===== src/rtl/avalon_protocol_monitor_if.sv =====
// Avalon-MM bus bundle seen by avalon_protocol_monitor; master/slave views plus
// a passive all-input view for the monitor.
interface avalon_protocol_monitor_if #(
  parameter int NBDATABYTES = 2,
  parameter int NBADDRBITS  = 8
);
  logic [NBADDRBITS-1:0]    address;
  logic [NBDATABYTES-1:0]   byteenable;
  logic [8*NBDATABYTES-1:0] readdata;
  logic [8*NBDATABYTES-1:0] writedata;
  logic                     read;
  logic                     write;
  logic                     waitrequest;
  logic                     readdatavalid;
  logic [7:0]               burstcount;
  logic                     beginbursttransfer;

  modport master (
    output address, byteenable, writedata, read, write, burstcount, beginbursttransfer,
    input  readdata, waitrequest, readdatavalid
  );

  modport slave (
    input  address, byteenable, writedata, read, write, burstcount, beginbursttransfer,
    output readdata, waitrequest, readdatavalid
  );

  modport monitor (
    input address, byteenable, readdata, writedata, read, write, waitrequest,
          readdatavalid, burstcount, beginbursttransfer
  );
endinterface


===== src/rtl/avalon_protocol_monitor.sv =====
// Passive Avalon-MM slave-side protocol checker: sticky/pulsed error bits,
// first-error capture and saturating traffic counters for all AVALONMODE flavours.
module avalon_protocol_monitor #(
  parameter int AVALONMODE  = 0,
  parameter int NBDATABYTES = 2,
  parameter int NBADDRBITS  = 8,
  parameter int WRITEDELAY  = 2,
  parameter int READDELAY   = 1,
  parameter int FIXEDDELAY  = 2,
  parameter int MAXPENDING  = 8,
  parameter int MAXBURST    = 8
) (
  input  logic                       clk,
  input  logic                       rst,
  avalon_protocol_monitor_if.monitor bus,
  input  logic                       err_clear,
  output logic [7:0]                 err_flags,
  output logic [7:0]                 err_pulse,
  output logic [2:0]                 first_err,
  output logic                       first_err_valid,
  output logic [7:0]                 pending_cnt,
  output logic [15:0]                nb_read_cmd,
  output logic [15:0]                nb_write_cmd,
  output logic [15:0]                nb_rdv
);

  localparam bit M_FIXWAIT  = (AVALONMODE == 1);
  localparam bit M_STALLCHK = (AVALONMODE != 1);
  localparam bit M_PEND     = (AVALONMODE >= 2);
  localparam bit M_FIXLAT   = (AVALONMODE == 3);
  localparam bit M_BURST    = (AVALONMODE == 4);

  typedef enum logic {BST_IDLE, BST_WBURST} bst_e;

  bst_e                     bst_q, bst_d;
  logic [7:0]               remain_q, remain_d;
  logic [7:0]               bbc_q, bbc_d;
  logic [NBADDRBITS-1:0]    baddr_q, baddr_d;

  logic                     stall_q, stall_d;
  logic [NBADDRBITS-1:0]    paddr_q, paddr_d;
  logic [NBDATABYTES-1:0]   pbe_q, pbe_d;
  logic                     prd_q, prd_d;
  logic                     pwr_q, pwr_d;
  logic [7:0]               pbc_q, pbc_d;
  logic [8*NBDATABYTES-1:0] pwd_q, pwd_d;

  logic [3:0]               rhold_q, rhold_d;
  logic [3:0]               whold_q, whold_d;
  logic [FIXEDDELAY-1:0]    lat_q, lat_d;

  logic [7:0]               err_flags_q, err_flags_d;
  logic [7:0]               err_pulse_q, err_pulse_d;
  logic [2:0]               first_err_q, first_err_d;
  logic                     fev_q, fev_d;
  logic [7:0]               pending_q, pending_d;
  logic [15:0]              nb_rd_q, nb_rd_d;
  logic [15:0]              nb_wr_q, nb_wr_d;
  logic [15:0]              nb_rdv_q, nb_rdv_d;

  logic                     req, rd_acc, wr_acc, first_beat, bad_bc, found;
  logic [7:0]               inc, err_now;
  logic [9:0]               sum;
  logic [2:0]               lowest;
  logic                     unused_readdata;

  assign unused_readdata = ^bus.readdata;

  function automatic logic [15:0] sat_inc(input logic [15:0] v, input logic en);
    return (en && v != 16'hFFFF) ? v + 16'd1 : v;
  endfunction

  always_comb begin
    req = bus.read | bus.write;
    if (M_FIXWAIT) begin
      rd_acc = bus.read  && (rhold_q == 4'(READDELAY - 1));
      wr_acc = bus.write && (whold_q == 4'(WRITEDELAY - 1));
    end else begin
      rd_acc = bus.read  && !bus.waitrequest;
      wr_acc = bus.write && !bus.waitrequest;
    end

    // Hold counters restart after the accepting cycle so a held strobe is back-to-back transfers
    rhold_d = '0;
    whold_d = '0;
    if (M_FIXWAIT && bus.read && !rd_acc)   rhold_d = rhold_q + 4'd1;
    if (M_FIXWAIT && bus.write && !wr_acc)  whold_d = whold_q + 4'd1;

    stall_d = M_STALLCHK && req && bus.waitrequest;
    paddr_d = bus.address;
    pbe_d   = bus.byteenable;
    prd_d   = bus.read;
    pwr_d   = bus.write;
    pbc_d   = bus.burstcount;
    pwd_d   = bus.writedata;

    inc = '0;
    if (M_PEND && rd_acc) inc = M_BURST ? bus.burstcount : 8'd1;
    sum = 10'(pending_q) + 10'(inc);
    err_now = '0;
    err_now[2] = M_PEND && bus.readdatavalid && (sum == 10'd0);
    if (M_PEND && bus.readdatavalid && sum != 10'd0) sum = sum - 10'd1;
    err_now[3] = M_PEND && rd_acc && (sum > 10'(MAXPENDING));
    pending_d = '0;
    if (M_PEND) pending_d = (sum > 10'd255) ? 8'hFF : sum[7:0];

    lat_d = '0;
    if (M_FIXLAT) begin
      lat_d[0] = rd_acc;
      for (int unsigned i = 1; i < FIXEDDELAY; i++) lat_d[i] = lat_q[i-1];
    end
    err_now[4] = M_FIXLAT && (lat_q[FIXEDDELAY-1] != bus.readdatavalid);

    err_now[0] = bus.read & bus.write;
    err_now[1] = M_STALLCHK && stall_q &&
                 ((bus.address != paddr_q) || (bus.byteenable != pbe_q) ||
                  (bus.read != prd_q) || (bus.write != pwr_q) ||
                  (bus.burstcount != pbc_q) || (pwr_q && bus.writedata != pwd_q));

    first_beat = rd_acc || (wr_acc && bst_q == BST_IDLE);
    bad_bc     = (bus.burstcount == 8'd0) || (bus.burstcount > 8'(MAXBURST));
    err_now[5] = M_BURST &&
                 ((first_beat && bad_bc) ||
                  (bus.beginbursttransfer && !req) ||
                  (bus.read && bst_q == BST_WBURST) ||
                  (bst_q == BST_WBURST && wr_acc &&
                   (bus.burstcount != bbc_q || bus.address != baddr_q)));

    err_now[7] = M_FIXWAIT && ((!bus.read && rhold_q != 4'd0) ||
                               (!bus.write && whold_q != 4'd0));

    bst_d    = bst_q;
    remain_d = remain_q;
    bbc_d    = bbc_q;
    baddr_d  = baddr_q;
    if (err_clear || !M_BURST) begin
      bst_d = BST_IDLE;
    end else begin
      case (bst_q)
        BST_IDLE: if (wr_acc && bus.burstcount > 8'd1) begin
          bst_d    = BST_WBURST;
          remain_d = bus.burstcount - 8'd1;
          bbc_d    = bus.burstcount;
          baddr_d  = bus.address;
        end
        BST_WBURST: if (wr_acc) begin
          remain_d = remain_q - 8'd1;
          if (remain_q == 8'd1) bst_d = BST_IDLE;
        end
        default: bst_d = BST_IDLE;
      endcase
    end

    lowest = '0;
    found  = 1'b0;
    for (int unsigned i = 0; i < 8; i++) begin
      if (err_now[i] && !found) begin
        lowest = 3'(i);
        found  = 1'b1;
      end
    end

    // Clear wins over a same-cycle detection; the pulse itself is still reported
    err_pulse_d = err_now;
    err_flags_d = err_clear ? '0 : (err_flags_q | err_now);
    first_err_d = first_err_q;
    fev_d       = fev_q;
    if (err_clear) begin
      first_err_d = '0;
      fev_d       = 1'b0;
    end else if (!fev_q && found) begin
      first_err_d = lowest;
      fev_d       = 1'b1;
    end

    nb_rd_d  = err_clear ? '0 : sat_inc(nb_rd_q, rd_acc);
    nb_wr_d  = err_clear ? '0 : sat_inc(nb_wr_q, wr_acc);
    nb_rdv_d = err_clear ? '0 : sat_inc(nb_rdv_q, bus.readdatavalid);
  end

  always_ff @(posedge clk or negedge rst) begin
    if (!rst) begin
      bst_q       <= BST_IDLE;
      remain_q    <= '0;
      bbc_q       <= '0;
      baddr_q     <= '0;
      stall_q     <= 1'b0;
      paddr_q     <= '0;
      pbe_q       <= '0;
      prd_q       <= 1'b0;
      pwr_q       <= 1'b0;
      pbc_q       <= '0;
      pwd_q       <= '0;
      rhold_q     <= '0;
      whold_q     <= '0;
      lat_q       <= '0;
      err_flags_q <= '0;
      err_pulse_q <= '0;
      first_err_q <= '0;
      fev_q       <= 1'b0;
      pending_q   <= '0;
      nb_rd_q     <= '0;
      nb_wr_q     <= '0;
      nb_rdv_q    <= '0;
    end else begin
      bst_q       <= bst_d;
      remain_q    <= remain_d;
      bbc_q       <= bbc_d;
      baddr_q     <= baddr_d;
      stall_q     <= stall_d;
      paddr_q     <= paddr_d;
      pbe_q       <= pbe_d;
      prd_q       <= prd_d;
      pwr_q       <= pwr_d;
      pbc_q       <= pbc_d;
      pwd_q       <= pwd_d;
      rhold_q     <= rhold_d;
      whold_q     <= whold_d;
      lat_q       <= lat_d;
      err_flags_q <= err_flags_d;
      err_pulse_q <= err_pulse_d;
      first_err_q <= first_err_d;
      fev_q       <= fev_d;
      pending_q   <= pending_d;
      nb_rd_q     <= nb_rd_d;
      nb_wr_q     <= nb_wr_d;
      nb_rdv_q    <= nb_rdv_d;
    end
  end

  assign err_flags       = err_flags_q;
  assign err_pulse       = err_pulse_q;
  assign first_err       = first_err_q;
  assign first_err_valid = fev_q;
  assign pending_cnt     = pending_q;
  assign nb_read_cmd     = nb_rd_q;
  assign nb_write_cmd    = nb_wr_q;
  assign nb_rdv          = nb_rdv_q;

endmodule


===== src/flat_wrapper.sv =====
// flat-port wrapper written by rule: the top's interface ports become plain ports
module avalon_protocol_monitor_flat 
#(
  parameter int AVALONMODE  = 0,
  parameter int NBDATABYTES = 2,
  parameter int NBADDRBITS  = 8,
  parameter int WRITEDELAY  = 2,
  parameter int READDELAY   = 1,
  parameter int FIXEDDELAY  = 2,
  parameter int MAXPENDING  = 8,
  parameter int MAXBURST    = 8
)
  (clk, rst, err_clear, err_flags, err_pulse, first_err, first_err_valid, pending_cnt, nb_read_cmd, nb_write_cmd, nb_rdv, bus_address, bus_byteenable, bus_readdata, bus_writedata, bus_read, bus_write, bus_waitrequest, bus_readdatavalid, bus_burstcount, bus_beginbursttransfer);
  avalon_protocol_monitor_if #(.NBDATABYTES(NBDATABYTES), .NBADDRBITS(NBADDRBITS)) bus_i ();
  input  logic clk;
  input  logic rst;
  input  logic err_clear;
  output logic [7:0] err_flags;
  output logic [7:0] err_pulse;
  output logic [2:0] first_err;
  output logic first_err_valid;
  output logic [7:0] pending_cnt;
  output logic [15:0] nb_read_cmd;
  output logic [15:0] nb_write_cmd;
  output logic [15:0] nb_rdv;
  input wire logic [$bits(bus_i.address)-1:0] bus_address;
  input wire logic [$bits(bus_i.byteenable)-1:0] bus_byteenable;
  input wire logic [$bits(bus_i.readdata)-1:0] bus_readdata;
  input wire logic [$bits(bus_i.writedata)-1:0] bus_writedata;
  input wire logic [$bits(bus_i.read)-1:0] bus_read;
  input wire logic [$bits(bus_i.write)-1:0] bus_write;
  input wire logic [$bits(bus_i.waitrequest)-1:0] bus_waitrequest;
  input wire logic [$bits(bus_i.readdatavalid)-1:0] bus_readdatavalid;
  input wire logic [$bits(bus_i.burstcount)-1:0] bus_burstcount;
  input wire logic [$bits(bus_i.beginbursttransfer)-1:0] bus_beginbursttransfer;
  assign bus_i.address = bus_address;
  assign bus_i.byteenable = bus_byteenable;
  assign bus_i.readdata = bus_readdata;
  assign bus_i.writedata = bus_writedata;
  assign bus_i.read = bus_read;
  assign bus_i.write = bus_write;
  assign bus_i.waitrequest = bus_waitrequest;
  assign bus_i.readdatavalid = bus_readdatavalid;
  assign bus_i.burstcount = bus_burstcount;
  assign bus_i.beginbursttransfer = bus_beginbursttransfer;
  avalon_protocol_monitor #(.AVALONMODE(AVALONMODE), .NBDATABYTES(NBDATABYTES), .NBADDRBITS(NBADDRBITS), .WRITEDELAY(WRITEDELAY), .READDELAY(READDELAY), .FIXEDDELAY(FIXEDDELAY), .MAXPENDING(MAXPENDING), .MAXBURST(MAXBURST)) u_core (.clk(clk), .rst(rst), .bus(bus_i), .err_clear(err_clear), .err_flags(err_flags), .err_pulse(err_pulse), .first_err(first_err), .first_err_valid(first_err_valid), .pending_cnt(pending_cnt), .nb_read_cmd(nb_read_cmd), .nb_write_cmd(nb_write_cmd), .nb_rdv(nb_rdv));
endmodule

===== config.mk =====
export PLATFORM = sky130hd
export DESIGN_NAME = avalon_protocol_monitor_flat
export DESIGN_NICKNAME = d
export VERILOG_FILES = /design/src/rtl/avalon_protocol_monitor_if.sv /design/src/rtl/avalon_protocol_monitor.sv /design/src/flat_wrapper.sv
export SDC_FILE = /design/constraint.sdc
export NUM_CORES = 1
export LEC_CHECK = 0
export ABC_CLOCK_PERIOD_IN_PS = 2350
export BUFFER_PORTS_ARGS = -buffer_cell sky130_fd_sc_hd__buf_4
export CAP_MARGIN = 10
export CORE_UTILIZATION = 52
export CTS_CLUSTER_DIAMETER = 120
export CTS_CLUSTER_SIZE = 10
export DETAILED_ROUTE_END_ITERATION = 7
export PLACE_DENSITY = 0.8
export SKIP_CTS_REPAIR_TIMING = 1
export SLEW_MARGIN = 20
export SYNTH_ARGS = -nofsm -noshare
export SYNTH_HDL_FRONTEND = slang
export SYNTH_SLANG_ARGS = --single-unit

===== constraint.sdc =====
create_clock -name clk -period 2.35 [get_ports clk]
set_input_delay 0.5875 -clock clk [delete_from_list [all_inputs] [get_ports clk]]
set_output_delay 0.5875 -clock clk [all_outputs]
set_load 0.05 [all_outputs]

# == Yosys cells after proc, flatten, opt, wreduce, memory -nomap -nowiden ==
# Cells that the tools add are included.
# op_classes
n_addsub,3
n_eq_ne,9
n_mux,14
n_bitwise,3
n_reduce_logical,22
# ops
operator,count
2-to-1 mux 16 bit,6
adder 16 x 1 -> 16 bit (second input constant),3
!= test 16 bit (second input constant),3
!= test 16 bit,1
!= test 8 bit,2
logical AND 1 bit,10
2-to-1 mux 8 bit,1
OR 8 x 2 -> 8 bit,1
nonzero test 2 bit,4
2-to-1 mux 3 bit,2
logical OR 1 bit,5
2-to-1 mux 1 bit,5
logical NOT 1 bit,3
!= test 1 bit,2
!= test 2 bit,1
AND 1 bit,1
OR 1 bit,1
# totals
register_bits,99
input_bits,58
out_inout_bits,76

# == Longest topological paths before layout ==
# logic_depth
ltp_word,12
depth_mapped,7
depth_no_buf,6

# == Worst setup path after synthesis ==
# No wires, ideal clock.
# synth_timing
kind,reg-to-reg
startpoint,register u_core.nb_rd_q[0] (netlist: u_core.nb_read_cmd[0])
endpoint,register u_core.nb_rd_q[11] (netlist: u_core.nb_read_cmd[11])
setup_time_ps,78
arrival_time_ps,2042
setup_slack_ps,230
path_stages_with_launch,8
n_path_buf,1
period_less_slack_ps,2120
path_cell_list,dfrtp_1 -> ha_1 -> nand3_1 -> nor3_2 -> a211o_1 -> buf_2 -> or4_1 -> a21oi_1
# synth_via
elab_chain_len,3
elab_cells_between_ends,6
# synth_lines
element,line,rtl
from (decl),avalon_protocol_monitor.sv:57,"logic [15:0] nb_rd_q, nb_rd_d;"
from (signal assigned),avalon_protocol_monitor.sv:225,nb_rd_q <= nb_rd_d;
adder 16 x 1 -> 16 bit or != test 16 bit (tied branches),avalon_protocol_monitor.sv:70,return (en && v != 16'hFFFF) ? v + 16'd1 : v;
2-to-1 mux 16 bit or logical AND 1 bit (tied branches),avalon_protocol_monitor.sv:70,
2-to-1 mux 16 bit or nonzero test 2 bit (tied branches),-,
# Several ways; a longest one is shown, not always the timed one. The select of a mux whose other input is x is not followed.
# A chain may end at the register's enable or synchronous reset.

# == Worst setup path after layout ==
# Ends and elaborated chain as after synthesis.

==> out/results.tsv <==
metric	value	unit
most frequent cells after synthesis	91 x dfrtp_1, 40 x nor2_1, 34 x xor2_1, 27 x xnor2_1, 22 x buf_4	
FP Rows	33	
antenna violations before repair	0	
CTS Sinks	91	
total of fill cells in the finished design	651	
Seq/Total Area, Yosys	0.5159	
worst setup path end	u_core.nb_read_cmd[11]	
leak pwr	2.373	nW
Slew @ Worst Pin	0.6514	ns
mean post-synth cell area	11.04	um^2
RSZ-0062 raised after global routing	no	
Worst Hold Class	input pin to asynchronous set/reset pin	
setup tns final	0	ns
Total Nets Final	559	
layout cells sized above 1	0.2565	
TritonCTS buffer count	9	
Mapped Cells	400	
port buffer count	94	
drt via density	5.528	
number of global-route vias before repair	3272	
Synthesis Warnings	0	
Routed WL	9038	um
Die Span Y	94.14	um
CTS tree	yes	
drt wl/cell	14.87	um
Startpoint Class	register	
routability cong.	0.8115	
fmax	502.7	MHz
depth of the most critical reg-to-reg path	6	
reg2reg start	u_core.nb_read_cmd[0]	
GRT overflow	0	
Slew Viols, Final	0	
EDFF count, synth	0	
H-tree Lvls	3	
starting density of the core	0.5372	
Crit Path Class	register to register	
max_cap viols	0	
number of remaining DRC errors	0	
CTS clock-pin slew for the worst setup and hold paths	0.10	ns
flop-to-flop setup slack	0.36	ns
worst hold-check slack	0.2486	ns
cell area after synthesis	4414	um^2
CTS root buffer	clkbuf_8	
Final Skew	0.01163	ns
critical path peak fanout	11	
CP Launch Point	u_core.nb_read_cmd[0]	
Multi-input gate area	1959	um^2
outcome	completed	
via count	3361	
CTS Buffer Depth	2	
Iter 0 DRT Violations	93	
ANT nets after route	0	
# setup viols final	0	
Post-synth ARST share	1.000	
Clk Latency, worst-skew pair	0.35	ns
I/O pins	134	
hpwl dp	6615	um
crit path DAT	2.27	ns
Top FF cell, synth	dfrtp_1	
Synth area leader	dfrtp_1	
Setup crit end kind	register	
top post-synthesis cells by area	dfrtp_1 52%, xor2_1 6.7%, xnor2_1 5.4%	
Die ar.	8861	um^2
storage element area	2277	um^2
Layout area overhead	21.09	%
# diodes	0	
Final Hold Vio Count	0	
Die X	94.14	um
Synth Register Bits	91	
Slew headroom	0.5657	
Tmin final	1.989	ns
count leader, synth	dfrtp_1	
largest net degree at the start of global routing	52	
core area	8217	um^2
capturing point of the worst reg2reg path	u_core.nb_read_cmd[11]	
Tcrit/Tclk final	0.8464	
pwr dens	579.7	nW/um^2
Initial DRT Pass Iterations	4	
Cell variety after synth	58	
top cell type's share of synthesized area	0.5159	
VDD IR max	0.3022	mV
total track usage	0.2149	
required time of the critical path	2.63	ns
first-pass GRT wire length	14790	um
## placed cells by master (no fill, tap or decap), types with 6 or more instances in the layout
cell type / synthesis / final
a21oi_1: 20 / 20
and3_1: 8 / 8
buf_4: 22 / 97
clkbuf_8: 0 / 9
conb_1: 1 / 22
dfrtp_1: 91 / 91
inv_1: 8 / 8
nand2_1: 19 / 19
nand3_1: 10 / 10
nand4_1: 13 / 13
nor2_1: 40 / 40
o21ai_0: 6 / 6
o31ai_1: 9 / 9
or3_1: 6 / 6
or4_1: 9 / 9
xnor2_1: 27 / 27
xor2_1: 34 / 34
## flip-flops by register name (all words and copies together), names as in the netlist, 2 cells and up
register	cells
u_core.nb_write_cmd	16
u_core.nb_rdv	16
u_core.paddr_q	8
u_core.err_flags	2
u_core.pbc_q	8
u_core.err_pulse	2
u_core.pwd_q	16
u_core.nb_read_cmd	16
u_core.pbe_q	2
## report_power, final
group / switching (mW) / total, mW / internal, mW
clock: 0.578 / 1.08 / 0.504
sequential: 0.0284 / 1.64 / 1.61
combinational: 0.254 / 0.376 / 0.123
## layer usage
| layer | up-vias | share of wire | track usage |
|---|---|---|---|
| li1 | 1574 | - | - |
| met2 | 128 | 0.48 | 0.3522 |
| met3 | 12 | 0.071 | 0.05259 |
| met4 | 0 | 0.013 | 0.07564 |
| met1 | 1647 | 0.43 | 0.2770 |
| met5 | - | 0 | 0 |
## worst max-delay path, cell delays in order, from the launching register on
cell	delay, ns
dfrtp_1	0.43
ha_1	0.23
nand3_1	0.14
nor3_2	0.09
a211o_1	0.42
or4_1	0.43
a21oi_1	0.17
## area by class of cell
type	count	share of cell area
sequential	91	0.4260
multi-input combinational	290	0.3666
timing repair buffer	98	0.1400
tap	105	0.02458
clock buffer	10	0.02388
clock inverter	6	0.01334
inverter	8	0.005618
## stage by stage
step	worst slack (ns)	power (mW)	area, um^2	std cells	utilization
detailed placement	0.2547	2.053	5146	592	0.6263
global route	0.1952	3.228	5345	608	0.6505
global placement	0.2684	2.041	5146	592	0.6263
finish	0.3609	3.098	5345	608	0.6505
floorplan	0.2300	1.925	4493	421	-
CTS	0.3580	3.137	5345	608	0.6505
## logic make-up (layout without fill, tap and decap cells)
family | Yosys count | count (layout) | synth area share
xor+xnor | 61 | 61 | 0.1210
compound gates | 61 | 61 | 0.1066
flops | 91 | 91 | 0.5159
buf+inv | 40 | 122 | 0.05811
fa+ha+maj | 3 | 3 | 0.008504
simple gates | 139 | 139 | 0.1797
mux | 4 | 4 | 0.009354
other cells | 1 | 22 | 0.0008495
## worst min path at each step
stage,start,end,slack (ns)
after global placement,u_core.err_flags[0],u_core.err_flags[0],0.48
after detailed placement,u_core.err_flags[0],u_core.err_flags[0],0.49
after global routing,rst,u_core.pwd_q[0],0.29
after CTS,rst,u_core.pwd_q[13],0.28
after floorplan,rst,u_core.err_flags[0],0.29
final,rst,u_core.paddr_q[6],0.25
Power figures use the tool's default switching activity.
